## config.mk

```make
export PLATFORM = sky130hd
export DESIGN_NAME = sys_skew_feeder_flat
export DESIGN_NICKNAME = d
export VERILOG_FILES = /design/src/rtl/sys_skew_feeder_pkg.sv /design/src/rtl/sys_skew_feeder_if.sv /design/src/rtl/sys_skew_feeder_skew_delay_line.sv /design/src/rtl/sys_skew_feeder.sv /design/src/flat_wrapper.sv
export SDC_FILE = /design/constraint.sdc
export NUM_CORES = 1
export LEC_CHECK = 0
export BUFFER_PORTS_ARGS = -buffer_cell sky130_fd_sc_hd__buf_2
export CAP_MARGIN = 20
export CORE_UTILIZATION = 38
export DETAILED_ROUTE_END_ITERATION = 8
export HOLD_SLACK_MARGIN = 0.12
export PLACE_DENSITY = 0.64
export SKIP_LAST_GASP = 1
export SLEW_MARGIN = 20
export SYNTH_ARGS = -nofsm -noshare
export SYNTH_HDL_FRONTEND = slang
export SYNTH_SLANG_ARGS = --single-unit
```

## constraint.sdc

```tcl
create_clock -name clk -period 3.91 [get_ports clk]
set_input_delay 0 -clock clk [delete_from_list [all_inputs] [get_ports clk]]
set_output_delay 0 -clock clk [all_outputs]
set_load 0.02 [all_outputs]
```

## src/rtl/sys_skew_feeder_pkg.sv

```systemverilog
// Shared configuration for the systolic activation feeder: default sizes,
// vector type, FSM state encoding and the fill-counter width helper.
package sys_skew_feeder_pkg;

    localparam int SYS_ROWS_DEF       = 5;
    localparam int A_BITWIDTH_DEF     = 8;
    localparam int INPUT_BUFFER_DEPTH = 16;

    typedef logic [SYS_ROWS_DEF-1:0][A_BITWIDTH_DEF-1:0] a_vec_t;

    typedef enum logic {
        ST_IDLE   = 1'b0,
        ST_STREAM = 1'b1
    } feeder_state_t;

    // A counter that must hold the value DEPTH itself, not just DEPTH-1.
    function automatic int cnt_width(input int depth);
        return $clog2(depth + 1);
    endfunction

endpackage

```

## src/rtl/sys_skew_feeder_if.sv

```systemverilog
// Load/stream interface of the skew feeder; the master side loads vectors
// and launches streams, the slave side is the feeder itself.
interface sys_skew_feeder_if #(
    parameter int SYS_ROWS   = sys_skew_feeder_pkg::SYS_ROWS_DEF,
    parameter int A_BITWIDTH = sys_skew_feeder_pkg::A_BITWIDTH_DEF,
    parameter int DEPTH      = sys_skew_feeder_pkg::INPUT_BUFFER_DEPTH,
    parameter int CNT_W      = sys_skew_feeder_pkg::cnt_width(DEPTH)
) ();

    // Handshake: a vector transfers on a rising clock edge where wr_valid and
    // wr_ready are both 1 (and clr is 0); the master holds wr_data stable while
    // wr_valid is high, and wr_ready never depends combinationally on wr_valid.
    logic                           wr_valid;
    logic                           wr_ready;
    logic [SYS_ROWS*A_BITWIDTH-1:0] wr_data;
    logic                           start;
    logic                           keep;
    logic                           clr;
    logic                           busy;
    logic                           done;
    logic [CNT_W-1:0]               count;
    logic [SYS_ROWS*A_BITWIDTH-1:0] a_out;
    logic [SYS_ROWS-1:0]            a_valid;
    sys_skew_feeder_pkg::feeder_state_t dbg_state;

    modport master (
        output wr_valid, wr_data, start, keep, clr,
        input  wr_ready, busy, done, count, a_out, a_valid, dbg_state
    );

    modport slave (
        input  wr_valid, wr_data, start, keep, clr,
        output wr_ready, busy, done, count, a_out, a_valid, dbg_state
    );

endinterface

```

## src/rtl/sys_skew_feeder_skew_delay_line.sv

```systemverilog
// Fixed-length data+valid delay line used to skew one array row; zero
// stages degenerates to a wire on top of the feeder's registered read stage.
module skew_delay_line #(
    parameter int WIDTH  = 8,
    parameter int STAGES = 1
) (
    input  logic             clk,
    input  logic             rst_n,
    input  logic             i_clr,
    input  logic [WIDTH-1:0] i_data,
    input  logic             i_valid,
    output logic [WIDTH-1:0] o_data,
    output logic             o_valid
);

    generate
        if (STAGES == 0) begin : g_pass
            logic w_unused_ok;
            assign w_unused_ok = &{1'b0, clk, rst_n, i_clr};
            assign o_data      = i_data;
            assign o_valid     = i_valid;
        end else begin : g_shift
            logic [STAGES-1:0][WIDTH-1:0] r_data;
            logic [STAGES-1:0]            r_valid;

            always_ff @(posedge clk or negedge rst_n) begin
                if (!rst_n) begin
                    r_data  <= '0;
                    r_valid <= '0;
                end else if (i_clr) begin
                    r_data  <= '0;
                    r_valid <= '0;
                end else begin
                    r_data[0]  <= i_data;
                    r_valid[0] <= i_valid;
                    for (int s = 1; s < STAGES; s++) begin
                        r_data[s]  <= r_data[s-1];
                        r_valid[s] <= r_valid[s-1];
                    end
                end
            end

            assign o_data  = r_data[STAGES-1];
            assign o_valid = r_valid[STAGES-1];
        end
    endgenerate

endmodule

```

## src/rtl/sys_skew_feeder.sv

```systemverilog
// Activation feeder: buffers column vectors, then streams them into the
// systolic array rows with a diagonal skew of r cycles on row r.
module sys_skew_feeder
    import sys_skew_feeder_pkg::*;
#(
    parameter int SYS_ROWS   = SYS_ROWS_DEF,
    parameter int A_BITWIDTH = A_BITWIDTH_DEF,
    parameter int DEPTH      = INPUT_BUFFER_DEPTH,
    parameter int CNT_W      = cnt_width(DEPTH)
) (
    input logic          clk,
    input logic          rst_n,
    sys_skew_feeder_if.slave bus
);

    localparam int IDX_W  = (DEPTH > 1) ? $clog2(DEPTH) : 1;
    localparam int STEP_W = $clog2(DEPTH + SYS_ROWS + 1);

    typedef logic [SYS_ROWS-1:0][A_BITWIDTH-1:0] row_vec_t;

    feeder_state_t       r_state;
    logic [CNT_W-1:0]    r_count;
    logic [CNT_W-1:0]    r_n;
    logic                r_keep;
    logic                r_busy;
    logic                r_done;
    logic [STEP_W-1:0]   r_step;
    row_vec_t            r_rd_data;
    logic                r_rd_valid;
    row_vec_t            r_buf [DEPTH];

    logic                w_wr_ready;
    logic                w_wr_fire;
    logic                w_start_ok;
    logic [STEP_W-1:0]   w_last_step;
    row_vec_t            w_row_data;
    logic [SYS_ROWS-1:0] w_row_valid;

    assign w_wr_ready  = rst_n && (r_state == ST_IDLE) && (r_count < CNT_W'(DEPTH));
    assign w_wr_fire   = bus.wr_valid && w_wr_ready && !bus.clr;
    assign w_start_ok  = bus.start && ((r_count != '0) || w_wr_fire);
    // r_step counts edges after the start edge minus one; the last one flushes row SYS_ROWS-1.
    assign w_last_step = STEP_W'(r_n) + STEP_W'(SYS_ROWS - 1);

    always_ff @(posedge clk) begin
        if (w_wr_fire) begin
            r_buf[r_count[IDX_W-1:0]] <= bus.wr_data;
        end
    end

    always_ff @(posedge clk or negedge rst_n) begin
        if (!rst_n) begin
            r_state    <= ST_IDLE;
            r_count    <= '0;
            r_n        <= '0;
            r_keep     <= 1'b0;
            r_busy     <= 1'b0;
            r_done     <= 1'b0;
            r_step     <= '0;
            r_rd_data  <= '0;
            r_rd_valid <= 1'b0;
        end else if (bus.clr) begin
            r_state    <= ST_IDLE;
            r_count    <= '0;
            r_busy     <= 1'b0;
            r_done     <= 1'b0;
            r_step     <= '0;
            r_rd_data  <= '0;
            r_rd_valid <= 1'b0;
        end else begin
            r_done     <= 1'b0;
            r_rd_data  <= '0;
            r_rd_valid <= 1'b0;
            case (r_state)
                ST_IDLE: begin
                    if (w_wr_fire) begin
                        r_count <= r_count + CNT_W'(1);
                    end
                    if (w_start_ok) begin
                        r_state <= ST_STREAM;
                        r_n     <= r_count + CNT_W'(w_wr_fire);
                        r_keep  <= bus.keep;
                        r_step  <= '0;
                        r_busy  <= 1'b1;
                    end
                end
                ST_STREAM: begin
                    if (r_step < STEP_W'(r_n)) begin
                        r_rd_data  <= r_buf[r_step[IDX_W-1:0]];
                        r_rd_valid <= 1'b1;
                    end
                    if (r_step == w_last_step) begin
                        r_state <= ST_IDLE;
                        r_busy  <= 1'b0;
                        r_done  <= 1'b1;
                        if (!r_keep) begin
                            r_count <= '0;
                        end
                    end else begin
                        r_step <= r_step + STEP_W'(1);
                    end
                end
                default: r_state <= ST_IDLE;
            endcase
        end
    end

    for (genvar r = 0; r < SYS_ROWS; r++) begin : g_row
        skew_delay_line #(
            .WIDTH  (A_BITWIDTH),
            .STAGES (r)
        ) u_dly (
            .clk     (clk),
            .rst_n   (rst_n),
            .i_clr   (bus.clr),
            .i_data  (r_rd_data[r]),
            .i_valid (r_rd_valid),
            .o_data  (w_row_data[r]),
            .o_valid (w_row_valid[r])
        );
    end

    assign bus.wr_ready  = w_wr_ready;
    assign bus.busy      = r_busy;
    assign bus.done      = r_done;
    assign bus.count     = r_count;
    assign bus.a_out     = w_row_data;
    assign bus.a_valid   = w_row_valid;
    assign bus.dbg_state = r_state;

endmodule

```

## src/flat_wrapper.sv

```systemverilog
// flat-port wrapper written by rule: the top's interface ports become plain ports
module sys_skew_feeder_flat import sys_skew_feeder_pkg::*;
#(
    parameter int SYS_ROWS   = SYS_ROWS_DEF,
    parameter int A_BITWIDTH = A_BITWIDTH_DEF,
    parameter int DEPTH      = INPUT_BUFFER_DEPTH,
    parameter int CNT_W      = cnt_width(DEPTH)
)
  (clk, rst_n, bus_wr_valid, bus_wr_data, bus_start, bus_keep, bus_clr, bus_wr_ready, bus_busy, bus_done, bus_count, bus_a_out, bus_a_valid, bus_dbg_state);
  sys_skew_feeder_if #(.SYS_ROWS(SYS_ROWS), .A_BITWIDTH(A_BITWIDTH), .DEPTH(DEPTH), .CNT_W(CNT_W)) bus_i ();
  input logic clk;
  input logic rst_n;
  input wire logic [$bits(bus_i.wr_valid)-1:0] bus_wr_valid;
  input wire logic [$bits(bus_i.wr_data)-1:0] bus_wr_data;
  input wire logic [$bits(bus_i.start)-1:0] bus_start;
  input wire logic [$bits(bus_i.keep)-1:0] bus_keep;
  input wire logic [$bits(bus_i.clr)-1:0] bus_clr;
  output wire logic [$bits(bus_i.wr_ready)-1:0] bus_wr_ready;
  output wire logic [$bits(bus_i.busy)-1:0] bus_busy;
  output wire logic [$bits(bus_i.done)-1:0] bus_done;
  output wire logic [$bits(bus_i.count)-1:0] bus_count;
  output wire logic [$bits(bus_i.a_out)-1:0] bus_a_out;
  output wire logic [$bits(bus_i.a_valid)-1:0] bus_a_valid;
  output wire logic [$bits(bus_i.dbg_state)-1:0] bus_dbg_state;
  assign bus_i.wr_valid = bus_wr_valid;
  assign bus_i.wr_data = bus_wr_data;
  assign bus_i.start = bus_start;
  assign bus_i.keep = bus_keep;
  assign bus_i.clr = bus_clr;
  assign bus_wr_ready = bus_i.wr_ready;
  assign bus_busy = bus_i.busy;
  assign bus_done = bus_i.done;
  assign bus_count = bus_i.count;
  assign bus_a_out = bus_i.a_out;
  assign bus_a_valid = bus_i.a_valid;
  assign bus_dbg_state = bus_i.dbg_state;
  sys_skew_feeder #(.SYS_ROWS(SYS_ROWS), .A_BITWIDTH(A_BITWIDTH), .DEPTH(DEPTH), .CNT_W(CNT_W)) u_core (.clk(clk), .rst_n(rst_n), .bus(bus_i));
endmodule
```

==> impl_results.md <==
- Dpl hpwl: between 30000 and 40000 µm
- Sequential element share of the synthesized area: 0.7693
- Syn_nets: around 1500
- Pwr Density: roughly 530 mW/mm²
- Filler instances: 6616
- First-pass GRT wire length: approximately 94000 µm
- Max cap viols: 0
- GRT overflow: 0
- Overall die width: 281.4 µm
- Cell area after synthesis: roughly 0.030 mm²
- Mean Syn Cell Area: between 20 and 25 µm²
- Slew Viols, Final: 0
- Resize count post-CTS: 0
- Worst slew margin: 0.2968
- R2R Setup Slk: approximately 950 ps
- Post-synth EDFFs: 640
- Layout cells sized above 1: 0.2699
- Final period util: 0.7569
- Core Region: between 0.07 and 0.08 mm²
- Number of H-tree levels: 3
- Initial Util: 0.3836
- Vias in the first global route: roughly 15000
- Measured slew at the worst slew-check pin: approximately 1100 ps
- Multi-input gate area: approximately 0.006 mm²
- Worst Path Class, Setup: flop to flop
- Crit Path Max Fanout: 25
- Sum Neg Setup Slack: 0 ps
- Status: complete, no violations
- Final Hold Viols: 0
- RSZ-0062 raised after global routing: false
- Leading cell type in the layout, fill and taps excluded: edfxtp_1
- DR WL/cell: roughly 23 µm
- I/O pin count: 100
- Avg Vias per Cell: roughly 5.2
- CP arrival: ~3300 ps
- Cts hold-fix bufs: 47
- Root Buffer: clkbuf_16
- Crit. End Element: flop
- Placed Cells: approximately 2500
- Worst-Skew Late Latency: 620 ps
- Worst Clk Skew: approximately 17 ps
- Initial antenna violation count: 6
- Yosys warns: 0
- Register bit total from synthesis: slightly below 800
- Largest net degree at the start of global routing: 141
- Drt initial violations: roughly 1200
- Most common flop cell mapped by yosys: edfxtp_1
- P_leak: 0.01167 µW
- Register Area: about 0.023 mm²
- GP Congestion: 0.7222
- Setup Fix Bufs, Post-CTS: 0
- Gr usage total: 0.1626
- Clock Tree Buf Depth: 3
- Maximum operating frequency: about 340 MHz
- Final wirelength: 62700 µm
- FFs w/ async S/R, synth: 0.1837
- Hold WC Path Type: input pin to asynchronous set/reset pin
- Worst EP required: 4210 ps
- Peak supply drop: about 0.35 mV
- CTS tree: done
- Row count: between 100 and 150
- Total Die Area: 0.07919 mm²
- Layout area overhead: 15.27%
- Residual DRC: 0
- Syn Inst Count: between 1000 and 1500
- CP startpoint kind: flop
- Cts bufs inserted: 80
- Clk slew on worst S/H paths: about 60 ps
- Final Net Count: between 1500 and 2000
- Antenna Nets Post-Route: 0
- Final cell count without fillers: roughly 2700
- DR vias: between 10000 and 15000
- Buffers on Ports: around 100
- Commonest non-fill, non-tap cells in the layout: 640 x edfxtp_1, 160 x mux4_2, 140 x dfrtp_1
- Clk sinks: approximately 780
- Setup-failing EPs final: 0
- Distinct cells, synth: about 50
- Drt first pass iters: 5
- Final min period: 2959 ps
- Chip Height: ~280 µm
layer usage:
layer | vias to the layer above | global-route usage | share of wire
met5 | - | 0 | 0.00051
met4 | 6 | 0.04334 | 0.021
met3 | 100 | 0.03190 | 0.058
met2 | 424 | 0.2656 | 0.49
met1 | 7351 | 0.2230 | 0.43
li1 | 5949 | - | -
cells by family (layout without fill, tap and decap cells):
| kind of cell | after synthesis | in the layout | share of synthesized area |
|---|---|---|---|
| xor gates and xnor gates | 5 | 5 | 0.002024 |
| DFF | 784 | 784 | 0.7693 |
| muxes | 223 | 223 | 0.1432 |
| buffers and inverters | 115 | 336 | 0.02358 |
| adders and majority gates | 13 | 13 | 0.005483 |
| AOI/OAI and AO/OA | 90 | 90 | 0.02109 |
| and+or+nand+nor | 179 | 179 | 0.03534 |
| other | 0 | 1 | 0 |
cell type report:
class	instances	area share
timing repair buffer	177	0.04079
multi-input combinational	510	0.1807
inverter	11	0.001207
sequential	784	0.6677
clock buffer	104	0.06359
antenna	1	0.00007317
clock inverter	44	0.007830
tap	1040	0.03805
path summary, 6_finish.rpt:
check                                                              start  cells past startpoint                                 endpoint
worst max-delay path                                u_core.bus.dbg_state                      5                      u_core.r_buf[3][28]
worst min-delay path                                               rst_n                      3  u_core.g_row[4].u_dly.g_shift.r_data[0]
worst max register to register                      u_core.bus.dbg_state                      5                      u_core.r_buf[3][28]
worst min register to register  u_core.g_row[3].u_dly.g_shift.r_data[13]                      1          u_core.g_row[3].u_dly.o_data[5]
max in group asynchronous                                          rst_n                      3                     u_core.r_rd_data[12]
min in group clk                                          bus_wr_data[2]                      2                       u_core.r_buf[8][2]
worst max-delay path: stages, from the launching register on:
cell,delay (ps)
dfrtp_1,450
or2_2,360
or2_2,350
nor3_1,550
and2_2,610
buf_12,290
Yosys cell counts (10+ instances only):
| master | count | share of area |
|---|---|---|
| edfxtp_1 | 640 | 0.65 |
| mux4_2 | 160 | 0.12 |
| dfrtp_1 | 144 | 0.12 |
| nor2b_1 | 87 | 0.018 |
| mux2i_1 | 51 | 0.017 |
| buf_4 | 42 | 0.011 |
| nor3_1 | 42 | 0.0071 |
| clkbuf_1 | 33 | 0.0042 |
| a21o_1 | 31 | 0.0078 |
| o22ai_1 | 31 | 0.0065 |
| and2_1 | 14 | 0.0030 |
| buf_2 | 13 | 0.0022 |
| ha_1 | 13 | 0.0055 |
| inv_1 | 11 | 0.0014 |
| buf_6 | 10 | 0.0038 |
| mux2_2 | 10 | 0.0038 |
through the flow:
stage / total power, µW / utilization / hold WS [ps] / instance area, µm² / setup slack, ps
2_1_floorplan: 10790 / - / -295.6 / 29670 / 1034
3_3_place_gp: 11250 / 0.4045 / -190.6 / 31280 / 1071
3_5_place_dp: 11270 / 0.4045 / -193.3 / 31280 / 979.3
4_1_cts: 18430 / 0.4421 / 193.6 / 34200 / 954.3
5_1_grt: 18880 / 0.4421 / 220.8 / 34200 / 816.0
6_report: 18230 / 0.4422 / 124.8 / 34200 / 950.6
registers in the layout, summed over array words and instances (netlist names):
name and count:
u_core.r_keep 1, u_core.g_row.u_dly.o_data 32, u_core.bus.done 1, u_core.bus.dbg_state 1, u_core.r_step 5, u_core.g_row.u_dly.g_shift.r_valid 4, u_core.r_rd_valid 1, u_core.r_buf 640
u_core.bus.busy 1, u_core.r_n 5, u_core.bus.count 5, u_core.r_rd_data 40, u_core.g_row.u_dly.g_shift.r_data 48
power breakdown:
part | leakage, µW | internal [µW] | switching, µW
sequential | 0.00774 | 9180 | 78.3
combinational | 0.00272 | 863 | 986
clock | 0.00121 | 4050 | 3070
(Power assumes the default switching activity.)
